## config.mk

```make
export PLATFORM = sky130hd
export DESIGN_NAME = bus_terminal
export DESIGN_NICKNAME = d
export VERILOG_FILES = /design/src/rtl/bus_terminal.sv
export SDC_FILE = /design/constraint.sdc
export NUM_CORES = 1
export LEC_CHECK = 0
export ABC_CLOCK_PERIOD_IN_PS = 3700
export CAP_MARGIN = 10
export CORE_UTILIZATION = 45
export DETAILED_ROUTE_END_ITERATION = 10
export HOLD_SLACK_MARGIN = 0.12
export PLACE_DENSITY = 0.78
export SLEW_MARGIN = 15
export SYNTH_ARGS = -nofsm -noshare
export SYNTH_HDL_FRONTEND = slang
export SYNTH_SLANG_ARGS = --single-unit
```

## constraint.sdc

```tcl
create_clock -name clk -period 3.7 [get_ports clk]
set_input_delay 0.925 -clock clk [delete_from_list [all_inputs] [get_ports clk]]
set_output_delay 0.925 -clock clk [all_outputs]
set_load 0.02 [all_outputs]
```

## src/rtl/bus_terminal.sv

```systemverilog
// Bus terminal: host-facing TX FIFO (first-word fall-through toward the bus) and an
// address-filtered RX FIFO with a registered, one-cycle-latency host read port.
module bus_terminal #(
  parameter int         pckg_sz = 16,
  parameter int         depth   = 8,
  parameter logic [7:0] id      = 8'h00,
  parameter logic [7:0] bdcst   = 8'hFF
) (
  input  logic               clk,
  input  logic               reset,
  input  logic               wr_en,
  input  logic [pckg_sz-1:0] wr_data,
  output logic               tx_full,
  output logic               tx_ovf,
  output logic               pndng,
  output logic [pckg_sz-1:0] D_pop,
  input  logic               pop,
  input  logic               push,
  input  logic [pckg_sz-1:0] D_push,
  input  logic               rd_en,
  output logic [pckg_sz-1:0] rd_data,
  output logic               rd_valid,
  output logic               rx_empty,
  output logic [7:0]         drop_cnt,
  output logic [7:0]         mis_cnt
);

  localparam int             AW       = $clog2(depth);
  localparam logic [AW:0]    FULL_CNT = (AW+1)'(depth);
  localparam logic [AW:0]    CNT_ONE  = (AW+1)'(1);
  localparam logic [AW-1:0]  PTR_ONE  = AW'(1);

  function automatic logic [7:0] sat_inc(input logic [7:0] v);
    return (v == 8'hFF) ? v : v + 8'd1;
  endfunction

  // TX path state
  logic [pckg_sz-1:0] tx_mem_q [depth];
  logic [AW-1:0]      tx_wr_ptr_q, tx_wr_ptr_d;
  logic [AW-1:0]      tx_rd_ptr_q, tx_rd_ptr_d;
  logic [AW:0]        tx_cnt_q, tx_cnt_d;
  logic               tx_ovf_q, tx_ovf_d;
  logic               tx_wr, tx_rd;

  // RX path state
  logic [pckg_sz-1:0] rx_mem_q [depth];
  logic [AW-1:0]      rx_wr_ptr_q, rx_wr_ptr_d;
  logic [AW-1:0]      rx_rd_ptr_q, rx_rd_ptr_d;
  logic [AW:0]        rx_cnt_q, rx_cnt_d;
  logic [pckg_sz-1:0] rd_data_q, rd_data_d;
  logic               rd_valid_q, rd_valid_d;
  logic [7:0]         drop_cnt_q, drop_cnt_d;
  logic [7:0]         mis_cnt_q, mis_cnt_d;
  logic               rx_match, rx_wr, rx_rd;

  // A pop on an empty FIFO never counts, so a full FIFO only admits a write when the pop is real.
  always_comb begin
    tx_rd       = pop && (tx_cnt_q != '0);
    tx_wr       = wr_en && ((tx_cnt_q != FULL_CNT) || tx_rd);
    tx_wr_ptr_d = tx_wr ? tx_wr_ptr_q + PTR_ONE : tx_wr_ptr_q;
    tx_rd_ptr_d = tx_rd ? tx_rd_ptr_q + PTR_ONE : tx_rd_ptr_q;
    tx_cnt_d    = tx_cnt_q;
    case ({tx_wr, tx_rd})
      2'b10:   tx_cnt_d = tx_cnt_q + CNT_ONE;
      2'b01:   tx_cnt_d = tx_cnt_q - CNT_ONE;
      default: tx_cnt_d = tx_cnt_q;
    endcase
    tx_ovf_d = tx_ovf_q | (wr_en & ~tx_wr);
  end

  always_ff @(posedge clk) begin
    if (reset) begin
      tx_wr_ptr_q <= '0;
      tx_rd_ptr_q <= '0;
      tx_cnt_q    <= '0;
      tx_ovf_q    <= 1'b0;
    end else begin
      tx_wr_ptr_q <= tx_wr_ptr_d;
      tx_rd_ptr_q <= tx_rd_ptr_d;
      tx_cnt_q    <= tx_cnt_d;
      tx_ovf_q    <= tx_ovf_d;
    end
  end

  always_ff @(posedge clk) begin
    if (!reset && tx_wr) tx_mem_q[tx_wr_ptr_q] <= wr_data;
  end

  assign pndng   = (tx_cnt_q != '0);
  assign D_pop   = pndng ? tx_mem_q[tx_rd_ptr_q] : '0;
  assign tx_full = (tx_cnt_q == FULL_CNT);
  assign tx_ovf  = tx_ovf_q;

  // RX: address filter, then the same full/simultaneous-read rule as TX.
  always_comb begin
    rx_match    = (D_push[pckg_sz-1 -: 8] == id) || (D_push[pckg_sz-1 -: 8] == bdcst);
    rx_rd       = rd_en && (rx_cnt_q != '0);
    rx_wr       = push && rx_match && ((rx_cnt_q != FULL_CNT) || rx_rd);
    rx_wr_ptr_d = rx_wr ? rx_wr_ptr_q + PTR_ONE : rx_wr_ptr_q;
    rx_rd_ptr_d = rx_rd ? rx_rd_ptr_q + PTR_ONE : rx_rd_ptr_q;
    rx_cnt_d    = rx_cnt_q;
    case ({rx_wr, rx_rd})
      2'b10:   rx_cnt_d = rx_cnt_q + CNT_ONE;
      2'b01:   rx_cnt_d = rx_cnt_q - CNT_ONE;
      default: rx_cnt_d = rx_cnt_q;
    endcase
    rd_data_d  = rx_rd ? rx_mem_q[rx_rd_ptr_q] : rd_data_q;
    rd_valid_d = rx_rd;
    drop_cnt_d = (push && rx_match && !rx_wr) ? sat_inc(drop_cnt_q) : drop_cnt_q;
    mis_cnt_d  = (push && !rx_match) ? sat_inc(mis_cnt_q) : mis_cnt_q;
  end

  always_ff @(posedge clk) begin
    if (reset) begin
      rx_wr_ptr_q <= '0;
      rx_rd_ptr_q <= '0;
      rx_cnt_q    <= '0;
      rd_data_q   <= '0;
      rd_valid_q  <= 1'b0;
      drop_cnt_q  <= 8'h00;
      mis_cnt_q   <= 8'h00;
    end else begin
      rx_wr_ptr_q <= rx_wr_ptr_d;
      rx_rd_ptr_q <= rx_rd_ptr_d;
      rx_cnt_q    <= rx_cnt_d;
      rd_data_q   <= rd_data_d;
      rd_valid_q  <= rd_valid_d;
      drop_cnt_q  <= drop_cnt_d;
      mis_cnt_q   <= mis_cnt_d;
    end
  end

  // When full with a simultaneous read, write and read share a slot; the read sees the old word.
  always_ff @(posedge clk) begin
    if (!reset && rx_wr) rx_mem_q[rx_wr_ptr_q] <= D_push;
  end

  assign rd_data  = rd_data_q;
  assign rd_valid = rd_valid_q;
  assign rx_empty = (rx_cnt_q == '0);
  assign drop_cnt = drop_cnt_q;
  assign mis_cnt  = mis_cnt_q;

endmodule
```

==> flow_summary_export.csv <==
group,metric,value,unit
outcome,status,"complete, no violations",
setup_path,cp-endpoint,"D_pop[7]",
logic_synthesis,muxShareOfSynthArea,15.3,%
logic_synthesis,synth_top_family_by_area,"multiplexers",
layout,num-nets-final,887,
logic_synthesis,post-synth-top-area-fraction,61.7,%
clock_tree,cts_tree,"done",
placed_design,io_buffer_count,90,
placed_design,place_hpwl,14900,um
setup_path,crit_fanout,32,
clock_tree,postCtsSetupBuffers,0,
placed_design,gp_congestion,0.787,
route,wl_per_cell,20.2,um
sta,slew_violations,0,
power_and_ir_drop,power_leakage,0.00486,uW
global_routing,grt_usage,17.4,%
logic_synthesis,synth_edf_count,256,
route,wirelength,24400,um
setup_path,worst_ep_arrival_time,2.51,ns
logic_synthesis,syn_inst,710,
route,drtAntennaViolNets,0,
sta,min_period,3.43,ns
placed_design,numPlacedInstances,1145,
floorplanning,start_util,46.1,%
logic_synthesis,synth_common_cells,"edfxtp_1 (256), nor2_1 (76), mux4_2 (64)",
setup_path,reg2reg_slack,1.17,ns
clock_tree,clkLatencyLatePin,0.56,ns
route,vias,6597,
run,cap_violations,0,
global_routing,antenna_found_initial,0,
sta,fmax,291,MHz
logic_synthesis,synth.most_common_cell,"edfxtp_1",
layout,stdcell_count,1204,
setup_path,critPathLaunchType,"flip-flop",
sta,rsz0062_at_grt,"false",
clock_tree,hold_buffers,0,
sta,setup_tns,0,ns
floorplanning,io_pins,91,
sta,tightestPinTransition,1.15,ns
clock_tree,clock_path_buffers,3,
setup_path,rr_endpoint,"rx_cnt_q[3]",
setup_path,endpoint_kind,"output pin",
logic_synthesis,netlist_area,0.0125,mm2
logic_synthesis,synth_xor_area_share,1.12,%
clock_tree,clk_pin_slew_worst_paths,0.06,ns
layout,area_growth,22.0,%
floorplanning,dieHeight,168,um
logic_synthesis,synth_area_leaders,"edfxtp_1 (62%), mux4_2 (12%), dfxtp_1 (9.2%)",
floorplanning,num_rows,60,
route,drcViolationCount,0,
global_routing,grt_pass1_wl,38000,um
logic_synthesis,syn_area_per_cell,17.6,um2
logic_synthesis,ys.flop_type,"edfxtp_1",
route,vias_per_cell,5.48,
global_routing,globalRouteOverflowTotal,0,
power_and_ir_drop,powerDensity,637,mW/mm2
logic_synthesis,seq_area_frac_synth,70.8,%
setup_path,r2r_cells,10,
logic_synthesis,yosysTopAreaCell,"edfxtp_1",
logic_synthesis,synth_compound_area_share,3.31,%
floorplanning,core,0.0270,mm2
setup_path,slowest_stage,"clkdlybuf4s50_1",
hold_path,min_path_type,"flip-flop to flip-flop",
logic_synthesis,synthArstFlopShare,0,%
logic_synthesis,synthAdderAreaFrac,1.33,%
setup_path,r2r_start,"rx_cnt_q[0]",
clock_tree,cts-htree-levels,1,
route,drt_pre_antenna_iters,4,
sta,fin_crit_sh,92.8,%
clock_tree,cts_made_buffers,31,
logic_synthesis,synth_nets,760,
global_routing,grt_max_degree,40,
setup_path,path_cells,"buf_12 -> mux4_2 -> mux2i_1 -> nor2_1 -> clkdlybuf4s50_1",
setup_path,worstPathRequired,2.77,ns
logic_synthesis,synth_simple_gate_area_share,6.30,%
clock_tree,cts_resized,0,
logic_synthesis,ys_ff_latch,313,
sta,slew_headroom,22.9,%
layout,drive_above_1_share,22.4,%
setup_path,worstSetupPathType,"flip-flop to output pin",
floorplanning,die_area,0.0284,mm2
setup_path,max_stage_delay,0.55,ns
clock_tree,clockRootBuffer,"clkbuf_16",
sta,setup_violations,0,
power_and_ir_drop,p_total,9690,uW
route,drt_iter0_drc,538,
floorplanning,die_w,168,um
logic_synthesis,yosysWarningCount,0,
logic_synthesis,synthDistinctLibCells,55,
sta,final-hold-violation-count,0,
power_and_ir_drop,peakVddDrop,536,uV
clock_tree,cts.sinks,313,
global_routing,grt_pass1_vias,6836,
sta,skew,0.0150,ns
## state kept, by name (all words and copies together) (netlist names), 4 cells and up, named ones only
name,cells
drop_cnt,8
mis_cnt,8
rd_data,16
rx_cnt_q,4
rx_mem_q,128
tx_cnt_q,4
tx_mem_q,128
## metal layers
layer,vias up,track usage (%),share of wire [%]
li1,3059,-,-
met1,3338,21.6,40
met2,155,31.6,53
met3,45,2.80,4.8
met4,0,4.66,2.3
met5,-,0,0
## worst min path at each step
stage,from,to,slack (ns),depth (start not counted)
6_report,tx_ovf,tx_ovf,0.48,2
3_3_place_gp,tx_ovf,tx_ovf,0.45,2
3_5_place_dp,tx_ovf,tx_ovf,0.46,2
4_1_cts,tx_ovf,tx_ovf,0.48,2
2_1_floorplan,tx_rd_ptr_q[2],flip-flop,0.49,2
5_1_grt,rd_data[15],rd_data[15],0.52,2
## layout make-up
cell class	count	area [um2]
Fill cell	2036	11800
Sequential cell	313	8830
Multi-Input combinational cell	348	3480
Timing Repair Buffer	131	1240
Clock buffer	39	846
Tap cell	341	427
Clock inverter	19	340
Inverter	12	45.0
Antenna cell	1	2.50
## worst max-delay path, delay by kind of cell (launching register included)
family / cells / cell delay, ns
flip-flops: 1 / 0.34
multiplexers: 2 / 0.73
buffers and inverters: 2 / 0.81
AND/OR/NAND/NOR: 1 / 0.07
## cell usage in the layout (no fill, tap or decap), drive strengths merged, types with 4 or more instances in the layout
cell           Yosys  routed
edfxtp           256     256
clkdlybuf4s50      0      89
nor2              79      79
mux4              64      64
dfxtp             57      57
buf               19      42
clkbuf            18      39
mux2i             38      38
a211oi            17      17
a21oi             14      14
inv               12      14
nand2             13      13
xnor2             11      11
ha                10      10
bufinv             0       9
nor3               9       9
nand4              8       8
nor4               8       8
nand3              7       7
clkinv             0       7
o21ai              7       7
o31ai              6       6
mux2               6       6
xor2               5       5
nor2b              5       5
or4                5       5
nand2b             4       4
or3                4       4
## logic make-up (layout without fill, tap and decap cells)
logic type      after synthesis  in the layout
xor+xnor                     16             16
other cells                   0              1
mux                         108            108
compound gates               57             57
fa+ha+maj                    12             12
buf+inv                      49            201
simple gates                155            155
flops                       313            313
## through the flow
step           setup WS [ns]  area, um2  util (%)  hold WS (ns)
6_report               0.268      15200      56.3         0.480
5_1_grt                0.147      15200      56.3         0.520
4_1_cts                0.203      15200      56.3         0.479
3_5_place_dp           0.112      14000      51.9         0.464
3_3_place_gp           0.172      14000      51.9         0.455
2_1_floorplan          0.321      12500         -         0.489
## power breakdown
group	total, uW	internal, uW	switching, uW	leakage [uW]
Clock	3550	2250	1300	0.000582
Sequential	4040	3940	101	0.00277
Combinational	2100	1030	1070	0.00150
Total	9690	7220	2470	0.00486
Power figures use the tool's default switching activity.
